`config.mk`:
```
export PLATFORM = sky130hd
export DESIGN_NAME = demux_1to2_buffered
export DESIGN_NICKNAME = d
export VERILOG_FILES = /design/src/rtl/demux_1to2_buffered_pkg.sv /design/src/rtl/demux_lane_fifo.sv /design/src/rtl/demux_1to2_buffered.sv
export SDC_FILE = /design/constraint.sdc
export NUM_CORES = 1
export LEC_CHECK = 0
export ABC_AREA = 1
export CAP_MARGIN = 40
export CORE_UTILIZATION = 40
export CTS_BUF_LIST = sky130_fd_sc_hd__clkbuf_4 sky130_fd_sc_hd__clkbuf_8 sky130_fd_sc_hd__clkbuf_16
export CTS_CLUSTER_DIAMETER = 80
export DETAILED_ROUTE_END_ITERATION = 8
export MAX_ROUTING_LAYER = met4
export PLACE_DENSITY = 0.75
export SYNTH_ARGS = -nofsm -noshare
export SYNTH_HDL_FRONTEND = slang
export SYNTH_SLANG_ARGS = --single-unit
```
`constraint.sdc`:
```
create_clock -name Clock -period 2.8 [get_ports Clock]
set_input_delay 0.56 -clock Clock [delete_from_list [all_inputs] [get_ports Clock]]
set_output_delay 0.56 -clock Clock [all_outputs]
set_load 0.005 [all_outputs]
```
`src/rtl/demux_1to2_buffered_pkg.sv`:
```
// Shared constants for the 1:2 buffered demux: default word width, lane select
// polarity (matches the CPU's 2:1 mux) and the per-lane occupancy classification.
package demux_1to2_buffered_pkg;

    localparam int CPU_WIDTH = 24;

    localparam logic LANE0_SEL = 1'b1;
    localparam logic LANE1_SEL = 1'b0;

    typedef enum logic [1:0] {
        LANE_EMPTY   = 2'd0,
        LANE_PARTIAL = 2'd1,
        LANE_FULL    = 2'd2
    } lane_state_e;

    function automatic lane_state_e lane_state(input int occ, input int depth);
        if (occ == 0)
            return LANE_EMPTY;
        else if (occ >= depth)
            return LANE_FULL;
        else
            return LANE_PARTIAL;
    endfunction

endpackage

```
`src/rtl/demux_lane_fifo.sv`:
```
// One consumer lane: DEPTH-entry FIFO with valid/ready on both sides and a
// wrapping count of accepted words. Head word comes straight from storage.
module demux_lane_fifo
    import demux_1to2_buffered_pkg::*;
#(
    parameter int WIDTH = CPU_WIDTH,
    parameter int DEPTH = 2,
    parameter int CNT_W = 16
) (
    input  logic             clk,
    input  logic             rst,
    input  logic             push,
    input  logic [WIDTH-1:0] push_data,
    output logic             full,
    input  logic             pop,
    output logic [WIDTH-1:0] head,
    output logic             valid,
    output logic [CNT_W-1:0] count
);

    localparam int PTR_W = $clog2(DEPTH);

    logic [WIDTH-1:0] mem [DEPTH];
    logic [PTR_W-1:0] wr_ptr;
    logic [PTR_W-1:0] rd_ptr;
    logic [PTR_W:0]   occ;
    logic [CNT_W-1:0] cnt;
    lane_state_e      state;
    logic             push_fire;
    logic             pop_fire;

    always_comb state = lane_state(int'(occ), DEPTH);

    // Full is judged before any same-cycle pop, so a full lane never passes through.
    assign full      = (state == LANE_FULL);
    assign valid     = (state != LANE_EMPTY);
    assign push_fire = push & ~full;
    assign pop_fire  = pop & valid;
    assign head      = mem[rd_ptr];
    assign count     = cnt;

    always_ff @(posedge clk) begin
        if (rst) begin
            for (int i = 0; i < DEPTH; i++)
                mem[i] <= '0;
            wr_ptr <= '0;
            rd_ptr <= '0;
            occ    <= '0;
            cnt    <= '0;
        end else begin
            if (push_fire) begin
                mem[wr_ptr] <= push_data;
                wr_ptr      <= wr_ptr + 1'b1;
                cnt         <= cnt + 1'b1;
            end
            if (pop_fire)
                rd_ptr <= rd_ptr + 1'b1;
            case ({push_fire, pop_fire})
                2'b10:   occ <= occ + 1'b1;
                2'b01:   occ <= occ - 1'b1;
                default: occ <= occ;
            endcase
        end
    end

endmodule

```
`src/rtl/demux_1to2_buffered.sv`:
```
// Steers one producer stream into two buffered consumer lanes by S; a stalled
// lane only back-pressures words aimed at it.
module demux_1to2_buffered
    import demux_1to2_buffered_pkg::*;
#(
    parameter int WIDTH = CPU_WIDTH,
    parameter int DEPTH = 2,
    parameter int CNT_W = 16
) (
    input  logic             Clock,
    input  logic             Reset,
    input  logic [WIDTH-1:0] Hyrja,
    input  logic             HyrjaValid,
    output logic             HyrjaReady,
    input  logic             S,
    output logic [WIDTH-1:0] Dalja0,
    output logic             Dalja0Valid,
    input  logic             Dalja0Ready,
    output logic [WIDTH-1:0] Dalja1,
    output logic             Dalja1Valid,
    input  logic             Dalja1Ready,
    output logic [CNT_W-1:0] Count0,
    output logic [CNT_W-1:0] Count1
);

    logic sel0;
    logic full0;
    logic full1;
    logic push0;
    logic push1;

    assign sel0       = (S == LANE0_SEL);
    assign HyrjaReady = ~Reset & (sel0 ? ~full0 : ~full1);
    assign push0      = HyrjaValid & HyrjaReady & sel0;
    assign push1      = HyrjaValid & HyrjaReady & ~sel0;

    demux_lane_fifo #(.WIDTH(WIDTH), .DEPTH(DEPTH), .CNT_W(CNT_W)) u_lane0 (
        .clk       (Clock),
        .rst       (Reset),
        .push      (push0),
        .push_data (Hyrja),
        .full      (full0),
        .pop       (Dalja0Ready),
        .head      (Dalja0),
        .valid     (Dalja0Valid),
        .count     (Count0)
    );

    demux_lane_fifo #(.WIDTH(WIDTH), .DEPTH(DEPTH), .CNT_W(CNT_W)) u_lane1 (
        .clk       (Clock),
        .rst       (Reset),
        .push      (push1),
        .push_data (Hyrja),
        .full      (full1),
        .pop       (Dalja1Ready),
        .head      (Dalja1),
        .valid     (Dalja1Valid),
        .count     (Count1)
    );

endmodule
```
# ---- Word level (Yosys, flattened, before mapping)
# Memories as Yosys holds them, arrays and structs flattened. A register that Yosys moved wholly into a read port is not among the register bits.
# Cells that the tools add are included.
# Widths: inputs -> output; s select.
dict set report word_totals {
  memories 2
  output_inout_bits 83
  word_cells 73
  reg_bits 40
  input_bits 30
  mem_bits_rw 96
}
dict set report op_classes {
  n_reduce_logical 8
  mux 25
  addsub 10
  eq_ne 6
  n_lt_le_gt_ge 2
  bitwise 12
}
# memory words word_bits rd rd_clocked_by_memory_dff wr line_no
set mem_list {}
lappend mem_list {u_lane0.mem 2 24 1 1 2 demux_lane_fifo.sv:23} ;# logic [WIDTH-1:0] mem [DEPTH];
lappend mem_list {u_lane1.mem 2 24 1 1 2 demux_lane_fifo.sv:23}
# operator n
set ops {}
lappend ops {{$mux 24} 2}
lappend ops {{$reduce_or 24->1} 2}
lappend ops {{$add 16x1->16 const B} 2}
lappend ops {{$mux 1} 17}
lappend ops {{$and 1x1->1} 8}
lappend ops {{$eq 2x2->1 const B} 4}
lappend ops {{$mux 2} 4}
lappend ops {{$pmux 2 s2} 2}
lappend ops {{$reduce_bool 2->1} 4}
lappend ops {{$add 1x1->1 const B} 4}
lappend ops {{$add 2x1->2 const B} 2}
lappend ops {{$eq 2x1->1 const B} 2}
lappend ops {{$ge 2x2->1 const B} 2}
lappend ops {{$logic_not 2->1} 2}
lappend ops {{$not 1->1} 4}
lappend ops {{$sub 2x1->2 const B} 2}

# ---- Depth between registers and ports, before layout
dict set report depth {
  ltp_word 15
  ltp_mapped 9
}

# ---- Hierarchy
# From an unflattened synthesis, not the netlist that was laid out.
dict set report unflattened {
  cells_unflattened 619
  hier_area_um2 6223.5
}
# module area_per_inst_um2 seq_area_each_um2 cells_each instances
set modules_own_cells {}
lappend modules_own_cells {demux_lane_fifo 3089.2 1861.8 305 2}
lappend modules_own_cells {demux_1to2_buffered 45.0 0.0 9 1}

# ---- Worst setup path after synthesis
# No wires, ideal clock.
dict set report synth_path {
  path_kind {input to register}
  start {in Reset}
  end {mem u_lane1.mem[0][0] (netlist bit), enable pin}
  setup_time_ns 0.381
  path_buffers 2
  slack_ns 0.566
  required_time_ns 2.419
  stages 6
  arrival_ns 1.853
  cell_sequence {inv_2 nand4_4 or2_1 buf_6 buf_6 nand2_1}
}
# element line_no
set synth_rtl {}
lappend synth_rtl {{from (decl)} demux_1to2_buffered.sv:11} ;# input logic Reset,
lappend synth_rtl {{to (decl)} demux_lane_fifo.sv:23}

# ---- Worst setup path after layout
dict set report layout_path {
  start {in S}
  end {out HyrjaReady}
}
dict set report layout_between {
  elab_chain_len 2
}
# element line_no
set layout_lines {}
lappend layout_lines {{from (decl)} demux_1to2_buffered.sv:15} ;# input logic S,
lappend layout_lines {{$mux 1} demux_1to2_buffered.sv:33} ;# assign HyrjaReady = ~Reset & (sel0 ? ~full0 : ~full1);
lappend layout_lines {{$and 1x1->1} demux_1to2_buffered.sv:33}
lappend layout_lines {{to (decl)} demux_1to2_buffered.sv:14} ;# output logic HyrjaReady,
# Every way passes these cells.

==> results.md <==
* Latest clock arrival within the worst-skew pair at 0.41 ns
* Share of layout cells above drive strength 1 at 14.9%
* Hold depth at 1
* Slew Limit Headroom at 69.6%
* Delay-heaviest family, CP: buffers and inverters
* Clk slew on worst S/H paths at 0.05 ns
* YS warnings at 0
* ANT cells at 0
* CP max FO at 3
* CP Class: input port to output pin
* Synthesized flop and latch total at 138
* DRT Pass-1 Iters at 9
* Util after Layout at 54.6%
* Die area at 15,800 sq um
* Gr usage total at 18.5%
* Standard-cell rows at 44
* Num CTS Buffers at 17
* Synth Area in XOR/XNOR at less than 1%
* Reg2reg start: u_lane1.occ[1]
* Post-synthesis compound-gate area fraction at 3.97%
* Mapped Cells at 584
* Least-Margin Pin Slew at 0.456 ns
* Fillers at around 1,300
* R2R Setup Slk at around 1.0 ns
* Synth area leader: edfxtp_1
* Netlist cell types at 30
* Top-area cell type share of the netlist area at 47.2%
* Slowest stage cell on the critical path: clkdlybuf4s50_1
* Cells after DPL at between 800 and 900
* Overflow after GRT at 0
* Die H at 126 um
* Cells along the critical path: clkdlybuf4s50_1 > nand2_1 > inv_1 > nor2_1 > nor2_1 > clkdlybuf4s50_1
* TritonCTS Sinks at 138
* Io pins at 113
* Critical Path AT at 1.91 ns
* Die width at 126 um
* Largest family of logic cells by synthesized area: simple AND/OR/NAND/NOR gates
* Adder-Cell Fraction of Synth Area at 0.820%
* Max IR drop VDD at 0.000416 V
* HP Start: u_lane0.rd_ptr
* Number of global-route vias before repair at 4,406
* Final wirelength at ~13 mm
* Non-filler cells, final at 903
* Drt drc at 8
* Post-CTS Hold Fix Bufs at 0
* Worst hold path endpoint: u_lane0.rd_ptr
* Status: finished, violations left
* Pins Over Slew Limit at 0
* Commonest cells post-synth: 138 x nor2_1, 96 x edfxtp_1, 74 x nand2_1, 60 x inv_1, 48 x mux2_2
* Vias per cell at 4.84
* Synth area leaders: edfxtp_1 47%, dfxtp_1 14%, mux2_2 8.9%
* Simple-Gate Fraction of Synth Area at between 10% and 20%
* Final-report hold violation count at 0
* Hold WC Path Type: register to register
* H-tree levels at 4
* Setup TNS at 0 ns
* Setup slack at placement at 0.306 ns
* Clk_skew at 0.00373 ns
* Crit-path max cell delay at between 0.5 and 0.6 ns
* Core area at ~15,000 sq um
* Crit path required time at 2.24 ns
* Violations in the final reports: design-rule violations
* Routed len/inst at 14.7 um
* Via count at 4,373
* HPWL after detailed placement at 8.90 mm
* Syn Area/Cell at between 10 and 15 sq um
* Clock root buffer: clkbuf_16
* Maxcap violations at 0
* Max Clk Rate at 405 MHz
* Startpoint types: input port
* Clock Path Buffers at 2
* CP endpoint kind: output pin
* Syn_nets at 618
* WP buf/inv at 3
* Post-CTS Setup Inserts at 0
* Worst r2r path cells at 6
* Largest net degree at the start of global routing at 26
* Reg2Reg Capture Point: u_lane1.mem[1][7]
* Register area share after synthesis at between 60% and 70%
* Final period util at 88.2%
* Final Setup Violations at 0
* Global-route wire length before repair at 21.5 mm
* Top_reg_cell synth: edfxtp_1
* Min cycle time layout at roughly 2.5 ns
* Post-detailed-route count of antenna-violating nets at 0
* Port-buffer cells at 112
* Final worst setup slack at 0.331 ns
* Antenna violations before repair at 0
* Post-CTS sizing at 0
* Async S/R FF share, synth at 0%
* Initial Util at around 42%
* Leakage at 3.14 nW
* RePlAce Congestion at a little over 0.8
* Multiplexer share of the synthesized area at 8.85%
* Final nets at 741
* RSZ-0062 raised after global routing: false
* PD cells at between 600 and 700 nW/um^2
* Tot Pwr at around 5.2 mW
* CTS tree: yes
* Area Overhead vs Synth at 31.5%
* Iter 0 DRT Violations at between 200 and 250
* Mapped Area at 6110 sq um
* Count leader, synth: nor2_1
* Post-synth EDFFs at 96
## per-stage QoR
step / hold WS, ns / area, sq um
global placement: 0.435 / 7430
global route: 0.467 / 8030
finish: 0.460 / 8030
floorplan: 0.426 / 6110
CTS: 0.452 / 8030
detailed placement: 0.443 / 7430
## cell type report
class                   count  area, sq um  share of cell area (%)
clock buffers              20          448                    5.58
clock inverters            11          153                    1.90
inverters                  62          233                    2.90
multi-input cells         362         1990                    24.8
flip-flops and latches    138         3720                    46.4
well taps                 184          230                    2.87
repair buffers            126         1250                    15.6
## cell usage in the layout, fill, tap and decap left out, types with 2 or more instances in the layout
| cell | count |
|---|---|
| a21oi_1 | 31 |
| buf_12 | 2 |
| buf_4 | 12 |
| bufinv_16 | 4 |
| clkbuf_16 | 17 |
| clkbuf_4 | 3 |
| clkdlybuf4s50_1 | 112 |
| clkinv_1 | 4 |
| clkinv_2 | 2 |
| dfxtp_1 | 42 |
| edfxtp_1 | 96 |
| ha_1 | 4 |
| inv_1 | 60 |
| inv_2 | 2 |
| mux2_2 | 48 |
| nand2_1 | 74 |
| nand3_1 | 22 |
| nand4_1 | 2 |
| nor2_1 | 138 |
| nor2_4 | 10 |
| nor3_1 | 9 |
| o21ai_0 | 13 |
## cell families after synthesis
logic type	Yosys count
buffers and inverters	84
adder cells (fa/ha/maj)	4
XOR/XNOR	1
flip-flops	138
multiplexers	48
AO/OA/AOI/OAI	47
AND/OR/NAND/NOR	262
## registers in the layout, summed over array words and instances (netlist names), named ones only
| register | cells |
|---|---|
| u_lane0.rd_ptr | 1 |
| u_lane0.count | 16 |
| u_lane0.wr_ptr | 1 |
| u_lane0.mem | 48 |
| u_lane1.count | 16 |
| u_lane1.rd_ptr | 1 |
| u_lane1.occ | 2 |
| u_lane0.occ | 2 |
| u_lane1.wr_ptr | 1 |
| u_lane1.mem | 48 |
## worst max-delay path by stage
stage                from                end  slack, ns  cells past startpoint
3_3_place_gp            S         HyrjaReady       0.34                      6
5_1_grt          register         Dalja0[16]       0.24                      3
4_1_cts          register         Dalja0[16]       0.29                      3
6_report                S         HyrjaReady       0.33                      6
3_5_place_dp   HyrjaValid  u_lane1.mem[1][7]       0.31                      6
2_1_floorplan       Reset  u_lane1.mem[0][0]       0.57                      6
## layer usage
metal | global-route usage, % | up-vias | part of all wire [%]
met3 | 4.28 | 7 | 6.1
met2 | 31.8 | 140 | 51
met5 | - | - | 0
met1 | 20.9 | 2052 | 42
li1 | - | 2174 | -
met4 | 6.81 | 0 | 0.64
## power by group
| group | switching [mW] | total [mW] | internal [mW] |
|---|---|---|---|
| sequential | 0.0306 | 2.31 | 2.28 |
| combinational | 0.264 | 0.575 | 0.310 |
| clock | 0.774 | 2.27 | 1.50 |
| total | 1.07 | 5.16 | 4.09 |
Power figures use the tool's default switching activity.
